--- src/rtl/my_col_buffer_pkg.sv ---
// Shared definitions for the column buffer and its sorter: default frame geometry,
// read-FSM state encodings and bank-select encodings.
package my_col_buffer_pkg;

    localparam int unsigned COL_N  = 40;
    localparam int unsigned COL_W  = 14;
    localparam int unsigned COL_CW = 16;

    typedef enum logic [1:0] {
        R_IDLE = 2'd0,
        R_BUSY = 2'd1,
        R_GAP  = 2'd2
    } rd_state_e;

    typedef enum logic {
        BANK_A = 1'b0,
        BANK_B = 1'b1
    } bank_sel_e;

    function automatic bank_sel_e other_bank(input bank_sel_e b);
        bank_sel_e r;
        if (b == BANK_A) begin
            r = BANK_B;
        end else begin
            r = BANK_A;
        end
        return r;
    endfunction

endpackage

--- src/rtl/my_col_bank.sv ---
// One N x W sample bank: single write port, synchronous scrub, flattened read bus
// (element i at bits [i*W +: W]).
module my_col_bank #(
    parameter int N  = 40,
    parameter int W  = 14,
    parameter int IW = 6
) (
    input  logic            clk,
    input  logic            rst_n,
    input  logic            srst,
    input  logic            we,
    input  logic [IW-1:0]   idx,
    input  logic [W-1:0]    wdata,
    output logic [N*W-1:0]  rdata
);

    logic [N-1:0][W-1:0] mem_r;

    // Sample storage; scrub wins over a write so a consumed frame never lingers.
    always_ff @(posedge clk or negedge rst_n) begin
        if (!rst_n) begin
            mem_r <= '0;
        end else if (srst) begin
            mem_r <= '0;
        end else if (we) begin
            mem_r[idx] <= wdata;
        end else begin
            mem_r <= mem_r;
        end
    end

    assign rdata = mem_r;

endmodule

--- src/rtl/my_col_buffer.sv ---
// Ping-pong column frame buffer feeding my_sort: fills one bank serially while the
// other bank is presented in parallel with a level sort_start handshake.
module my_col_buffer
    import my_col_buffer_pkg::*;
#(
    parameter int N  = COL_N,
    parameter int W  = COL_W,
    parameter int CW = COL_CW
) (
    input  logic            clk,
    input  logic            rst_n,
    input  logic            in_valid,
    output logic            in_ready,
    input  logic [W-1:0]    in_data,
    output logic [N*W-1:0]  data,
    output logic            sort_start,
    input  logic            sort_finish,
    output logic [CW-1:0]   frame_cnt
);

    localparam int IW = (N > 1) ? $clog2(N) : 1;

    rd_state_e        state_r;
    rd_state_e        state_nxt_s;
    bank_sel_e        wr_bank_r;
    bank_sel_e        rd_bank_s;
    logic [1:0]       full_r;
    logic [1:0]       full_nxt_s;
    logic [IW-1:0]    wr_idx_r;
    logic [CW-1:0]    frame_cnt_r;
    logic             sort_start_r;
    logic             accept_s;
    logic             last_s;
    logic             swap_s;
    logic             free_s;
    logic             we_a_s;
    logic             we_b_s;
    logic             clr_a_s;
    logic             clr_b_s;
    logic [N*W-1:0]   rdata_a_s;
    logic [N*W-1:0]   rdata_b_s;

    assign rd_bank_s = other_bank(wr_bank_r);
    assign in_ready  = ~full_r[wr_bank_r];
    assign accept_s  = in_valid & in_ready;
    assign last_s    = accept_s & (wr_idx_r == IW'(N - 1));

    assign we_a_s  = accept_s & (wr_bank_r == BANK_A);
    assign we_b_s  = accept_s & (wr_bank_r == BANK_B);
    // A bank released by the sorter is scrubbed; it is never the write bank at that moment.
    assign clr_a_s = free_s & (rd_bank_s == BANK_A);
    assign clr_b_s = free_s & (rd_bank_s == BANK_B);

    my_col_bank #(.N(N), .W(W), .IW(IW)) u_bank_a (
        .clk   (clk),
        .rst_n (rst_n),
        .srst  (clr_a_s),
        .we    (we_a_s),
        .idx   (wr_idx_r),
        .wdata (in_data),
        .rdata (rdata_a_s)
    );

    my_col_bank #(.N(N), .W(W), .IW(IW)) u_bank_b (
        .clk   (clk),
        .rst_n (rst_n),
        .srst  (clr_b_s),
        .we    (we_b_s),
        .idx   (wr_idx_r),
        .wdata (in_data),
        .rdata (rdata_b_s)
    );

    // Read FSM next state and the swap/free strobes it issues.
    always_comb begin
        state_nxt_s = state_r;
        swap_s      = 1'b0;
        free_s      = 1'b0;
        case (state_r)
            R_IDLE: begin
                if (full_r[wr_bank_r]) begin
                    swap_s      = 1'b1;
                    state_nxt_s = R_BUSY;
                end else begin
                    state_nxt_s = R_IDLE;
                end
            end
            R_BUSY: begin
                if (sort_finish) begin
                    free_s      = 1'b1;
                    state_nxt_s = R_GAP;
                end else begin
                    state_nxt_s = R_BUSY;
                end
            end
            R_GAP: begin
                state_nxt_s = R_IDLE;
            end
            default: begin
                state_nxt_s = R_IDLE;
            end
        endcase
    end

    // Full-flag update: a completed frame sets its bank; free or swap clears the read bank.
    always_comb begin
        full_nxt_s = full_r;
        if (last_s) begin
            full_nxt_s[wr_bank_r] = 1'b1;
        end else begin
            full_nxt_s[wr_bank_r] = full_r[wr_bank_r];
        end
        if (free_s || swap_s) begin
            full_nxt_s[rd_bank_s] = 1'b0;
        end else begin
            full_nxt_s[rd_bank_s] = full_r[rd_bank_s];
        end
    end

    // Read FSM state register.
    always_ff @(posedge clk or negedge rst_n) begin
        if (!rst_n) begin
            state_r <= R_IDLE;
        end else begin
            state_r <= state_nxt_s;
        end
    end

    // Bank roles and full flags.
    always_ff @(posedge clk or negedge rst_n) begin
        if (!rst_n) begin
            wr_bank_r <= BANK_A;
            full_r    <= 2'b00;
        end else begin
            if (swap_s) begin
                wr_bank_r <= rd_bank_s;
            end else begin
                wr_bank_r <= wr_bank_r;
            end
            full_r <= full_nxt_s;
        end
    end

    // Write index into the current write bank.
    always_ff @(posedge clk or negedge rst_n) begin
        if (!rst_n) begin
            wr_idx_r <= '0;
        end else if (last_s) begin
            wr_idx_r <= '0;
        end else if (accept_s) begin
            wr_idx_r <= wr_idx_r + IW'(1);
        end else begin
            wr_idx_r <= wr_idx_r;
        end
    end

    // sort_start level and handed-frame counter; sort_start mirrors R_BUSY.
    always_ff @(posedge clk or negedge rst_n) begin
        if (!rst_n) begin
            sort_start_r <= 1'b0;
            frame_cnt_r  <= '0;
        end else if (swap_s) begin
            sort_start_r <= 1'b1;
            frame_cnt_r  <= frame_cnt_r + CW'(1);
        end else if (free_s) begin
            sort_start_r <= 1'b0;
            frame_cnt_r  <= frame_cnt_r;
        end else begin
            sort_start_r <= sort_start_r;
            frame_cnt_r  <= frame_cnt_r;
        end
    end

    assign data       = (rd_bank_s == BANK_A) ? rdata_a_s : rdata_b_s;
    assign sort_start = sort_start_r;
    assign frame_cnt  = frame_cnt_r;

endmodule
--- config.mk ---
export PLATFORM = sky130hd
export DESIGN_NAME = my_col_buffer
export DESIGN_NICKNAME = d
export VERILOG_FILES = /design/src/rtl/my_col_buffer_pkg.sv /design/src/rtl/my_col_bank.sv /design/src/rtl/my_col_buffer.sv
export SDC_FILE = /design/constraint.sdc
export NUM_CORES = 2
export LEC_CHECK = 0
export ABC_AREA = 1
export CAP_MARGIN = 40
export CELL_PAD_IN_SITES_DETAIL_PLACEMENT = 0
export CELL_PAD_IN_SITES_GLOBAL_PLACEMENT = 2
export CORE_MARGIN = 2
export CORE_UTILIZATION = 36
export DETAILED_ROUTE_END_ITERATION = 8
export GPL_ROUTABILITY_DRIVEN = 0
export GPL_TIMING_DRIVEN = 0
export PLACE_DENSITY_LB_ADDON = 0.1
export SYNTH_ARGS = -nofsm -noshare
export SYNTH_HDL_FRONTEND = slang
export SYNTH_SLANG_ARGS = --single-unit
--- constraint.sdc ---
create_clock -name clk -period 4.9 [get_ports clk]
set_input_delay 1.47 -clock clk [delete_from_list [all_inputs] [get_ports clk]]
set_output_delay 1.47 -clock clk [all_outputs]
set_load 0.02 [all_outputs]
# Word level (Yosys, flattened, before mapping)
# Index checks and enable logic that the tools add are counted.
# op_classes
n_reduce_logical,9
n_lt_le_gt_ge,6
eq_ne,2
add_sub_neg,2
bitwise_logic,11
n_mux,33
# op_table
op,n
560-bit two-way mux,5
560-bit bitwise mux,2
14-bit demux with 6-bit select,1
16-bit by 1-bit adder with 16-bit output (second input constant),1
1-bit two-way mux,14
14-bit two-way mux,1
6-bit two-way mux,2
2-bit nonzero test,4
6-bit by 7-bit < comparator with 1-bit output (second input constant),1
6-bit by 1-bit adder with 6-bit output (second input constant),1
1-bit AND,6
6-bit equality test (second input constant),1
6-bit by 1-bit greater-or-equal comparator with 1-bit output (second input constant),1
2-bit two-way mux,3
2-bit bitwise mux,2
1-bit by 2-bit < comparator with 1-bit output (second input constant),2
2-bit one-hot mux with 2 select lines,1
1-bit logical AND,3
2-bit AND,1
1-bit demux with 1-bit select,2
2-bit by 1-bit equality test with 1-bit output (second input constant),1
1-bit greater-or-equal comparator (second input constant),2
2-bit zero test,1
1-bit inverter,2
other kinds (3),3
# totals
out_inout_bits,578
inputBits,18
reg_bits,1148
wordCells,149

# Depth between registers and ports, before layout
# depth
word_depth,8
ltp_mapped,10
mapped_depth_nobuf,9

# Cells and area by module
# A second synthesis with hierarchy kept.
# unflattened
hier_cells,6788
hier_area_um2,53089.7
# modules_own_cells
module,cells_per_inst,area_per_inst_um2,n_inst
my_col_bank,2397,22376.5,2
my_col_buffer,1994,8336.7,1

# Worst setup path after synthesis
# No wires, ideal clock.
# synth_path
kind,register to output
from,reg wr_bank_r
to,out data[549]
t_arrival_ns,1.582
setup_slack_ns,1.848
path_stages_with_launch,8
required_time_ns,3.430
cell_sequence,dfrtp_1 -> buf_2 -> buf_2 -> buf_2 -> buf_2 -> clkbuf_1 -> nand2_1 -> o21ai_0
# synth_via
elab_chain_cells,1
# synth_rtl
element,line,rtl
from (decl),my_col_buffer.sv:25,bank_sel_e wr_bank_r;
from (signal assigned),my_col_buffer.sv:136,wr_bank_r <= rd_bank_s;
from (signal assigned),my_col_buffer.sv:138,wr_bank_r <= wr_bank_r;
560-bit two-way mux,my_col_buffer.sv:174,assign data = (rd_bank_s == BANK_A) ? rdata_a_s : rdata_b_s;
to (decl),my_col_buffer.sv:15,"output logic [N*W-1:0] data,"
# No other way between the ends.

# Worst setup path in the final report
# layout_path
from,reg wr_bank_r
to,out data[165]
# Same word-level chain as after synthesis.

==> flow_metrics.py <==
metrics = {
    "clocking": {
        "clk_pin_slew_ns": 0.06,
        "clock_latency_ns": 0.77,
        "clock_tree.buffer_depth": 3,
        "cts_root_buf": "clkbuf_16",
        "cts_max_level": 4,
        "cts_tree": "yes",
        "cts.sinks": 1148,
        "cts_inserted_buffers": 139,
    },
    "timing": {
        "post-route-period-util": 1.01,
        "tightest_slew_ns": 0.962,
        "hold_violations": 0,
        "finalCriticalPeriod_ns": 4.95,
        "max-slew-margin-rel": 0.359,
        "rsz0062_at_grt": "yes",
        "setup_viol": 3,
        "finClkSkew_ns": 0.0259,
        "setup_ws_ns": -0.0547,
        "hold-worst-slack_ns": 0.497,
        "max_freq_mhz": 202,
        "drv_slew": 0,
    },
    "placed_design": {
        "dp_hpwl_um": 162000,
        "port_buffers": 581,
        "post-place-ws_ns": -0.253,
    },
    "critical_path": {
        "worst_path_largest_cell_delay_ns": 0.74,
        "cp-start-kind": "register",
        "cp.depth": 6,
        "r2r_cells": 9,
        "crit_type": "register to output pin",
        "cp_max_fo": 10,
        "worst-path-buf-inv": 5,
        "crit_slowest_cell": "clkdlybuf4s50_1",
        "end_kind": "output pin",
        "required_ns": 3.43,
        "crit_family": "buffers and inverters",
        "crit_path_cell_trace": "buf_4 > clkbuf_1 > buf_8 > clkbuf_2 > o21ai_0 > clkdlybuf4s50_1",
        "arrival_ns": 3.48,
    },
    "hold_path": {
        "min_path_type": "register to register",
        "hold_depth": 2,
    },
    "grt": {
        "first_global_vias": 47466,
        "antenna_found_initial": 10,
        "grt_overflow": 0,
        "grt_pass1_wl_um": 332000,
        "grt_max_degree": 148,
        "grt_usage": 0.308,
    },
    "logic_synthesis": {
        "ys_async_sr_fraction": 1.00,
        "ys_seq_elements": 1148,
        "syn-instance-count": 6373,
        "ys_types": 23,
        "netlist_top_cells_count": "nand2_1, dfrtp_1, o21ai_0",
        "synth_area_sq_mm": 0.0517,
        "synth_edf_count": 0,
        "yosysSeqAreaShare": 0.556,
        "synth_top_area_frac": 0.556,
        "synth-main-ff-cell": "dfrtp_1",
        "yosysMostFrequentCell": "nand2_1",
        "synth_nets": 6393,
        "synth.largest_area_cell": "dfrtp_1",
        "syn_avg_cell_area_sq_um": 8.11,
        "yosys-top-cells-area": "dfrtp_1, nand2_1, o21ai_0, nand3_1, inv_1",
        "yosysWarnings": 0,
    },
    "routing": {
        "ant_nets": 0,
        "wl_per_cell_um": 25.0,
        "drcViolationCount": 0,
        "wl_um": 229000,
        "vias_per_cell": 5.37,
        "via_count": 49274,
        "first_pass_iters": 6,
        "drtIter0Drc": 4626,
    },
    "layout": {
        "area_growth_pct": 26.6,
        "nNetsFinal": 7195,
        "n_fill_cell": 14448,
        "postLayoutCoreUtil": 0.457,
        "drive_above_1_share": 0.0762,
    },
    "pwr": {
        "cellPowerDensity_mw_per_mm2": 650,
        "power.total_uw": 42500,
        "irDropWorstVdd_mv": 0.324,
        "leakage_uw": 0.0296,
    },
    "die": {
        "core_sq_mm": 0.143,
        "die_y_um": 383,
        "ios": 596,
        "die-area_sq_mm": 0.147,
        "row_count": 139,
        "start_util": 0.361,
        "die-width_um": 383,
    },
    "outcome": {
        "failed_checks": "negative setup slack",
        "status": "finished, violations left",
    },
    "job": {
        "maxCapViolCount": 0,
    },
}
-- cell families (layout without fill, tap and decap cells) --
logic type | Yosys count | in the layout | synth area share
and+or+nand+nor | 2599 | 2599 | 0.203
AOI/OAI and AO/OA | 1479 | 1479 | 0.151
adders and majority gates | 2 | 2 | 0.000484
xor gates and xnor gates | 11 | 11 | 0.00186
other | 0 | 3 | 0
buffers and inverters | 1134 | 2034 | 0.0874
DFF | 1148 | 1148 | 0.556
-- where the power goes --
group | total (uW) | switching [uW] | internal, uW
Sequential | 13900 | 1220 | 12700
Clock | 10300 | 4250 | 6010
Combinational | 18300 | 12700 | 5690
-- final timing paths --
path	from	endpoint	slack, ns
hold / removal	full_r[0]$_DFF_PN0_	full_r[0]$_DFF_PN0_	0.50
setup reg to reg	wr_bank_r$_DFFE_PN0P_	u_bank_a.rdata[112]$_DFFE_PN0P_	1.80
max in group asynchronous	rst_n	u_bank_b.rdata[382]$_DFFE_PN0P_	1.35
hold reg to reg	full_r[0]$_DFF_PN0_	full_r[0]$_DFF_PN0_	0.50
min in group asynchronous	rst_n	u_bank_b.rdata[537]$_DFFE_PN0P_	0.59
setup / recovery	wr_bank_r$_DFFE_PN0P_	data[165]	-0.05
-- per-layer routing --
layer  up-vias  track usage  part of all wire
li1      22316            -                 -
met1     24680        0.445              0.45
met2      1964        0.463              0.44
met3       312       0.0569             0.072
met4         2       0.0992             0.033
met5         -            0          0.000031
-- layout make-up --
class / count / area, sq um / area share
Antenna cell: 3 / 7.51 / 0.000115
Buffer: 497 / 2230 / 0.0341
Clock buffer: 208 / 4210 / 0.0642
Clock inverter: 31 / 240 / 0.00367
Inverter: 636 / 2390 / 0.0365
Multi-Input combinational cell: 4091 / 18500 / 0.282
Sequential cell: 1148 / 28700 / 0.439
Tap cell: 1903 / 2380 / 0.0364
Timing Repair Buffer: 662 / 6820 / 0.104
-- placed cells by master, fill, tap and decap left out, drive strengths merged, types with 19 or more instances in the layout --
master / n
nand2: 1739
dfrtp: 1148
o21ai: 1142
inv: 644
nand3: 571
clkbuf: 488
clkdlybuf4s50: 423
o22ai: 336
buf: 299
nor2: 280
dlygate4sd2: 147
clkinv: 19
-- metrics by stage --
step / setup TNS (ns) / cells / area [sq um]
6_report: -0.132 / 9179 / 65500
5_1_grt: -0.0179 / 9176 / 65500
4_1_cts: -0.328 / 9174 / 65400
3_5_place_dp: -4.69 / 8936 / 61100
3_3_place_gp: - / 8857 / 59900
2_1_floorplan: 0 / 6373 / 51700
-- tightest hold or removal path: stages (launching register included) --
cell,delay (ns)
dfrtp_1,0.34
nand2_1,0.06
o21ai_0,0.06
-- flip-flops by register name, indices dropped and copies added (netlist names) --
signal          count
wr_idx_r            6
wr_bank_r           1
sort_start          1
full_r              2
state_r             2
frame_cnt          16
u_bank_a.rdata    560
u_bank_b.rdata    560
-- timing repair --
action | in CTS | in global routing
hold buffers | 0 | 0
endpoints found under the setup margin | 560 | 20
setup buffers | 0 | 0
resized for setup | 232 | 16
No activity file was read; power rests on OpenSTA's default activity.
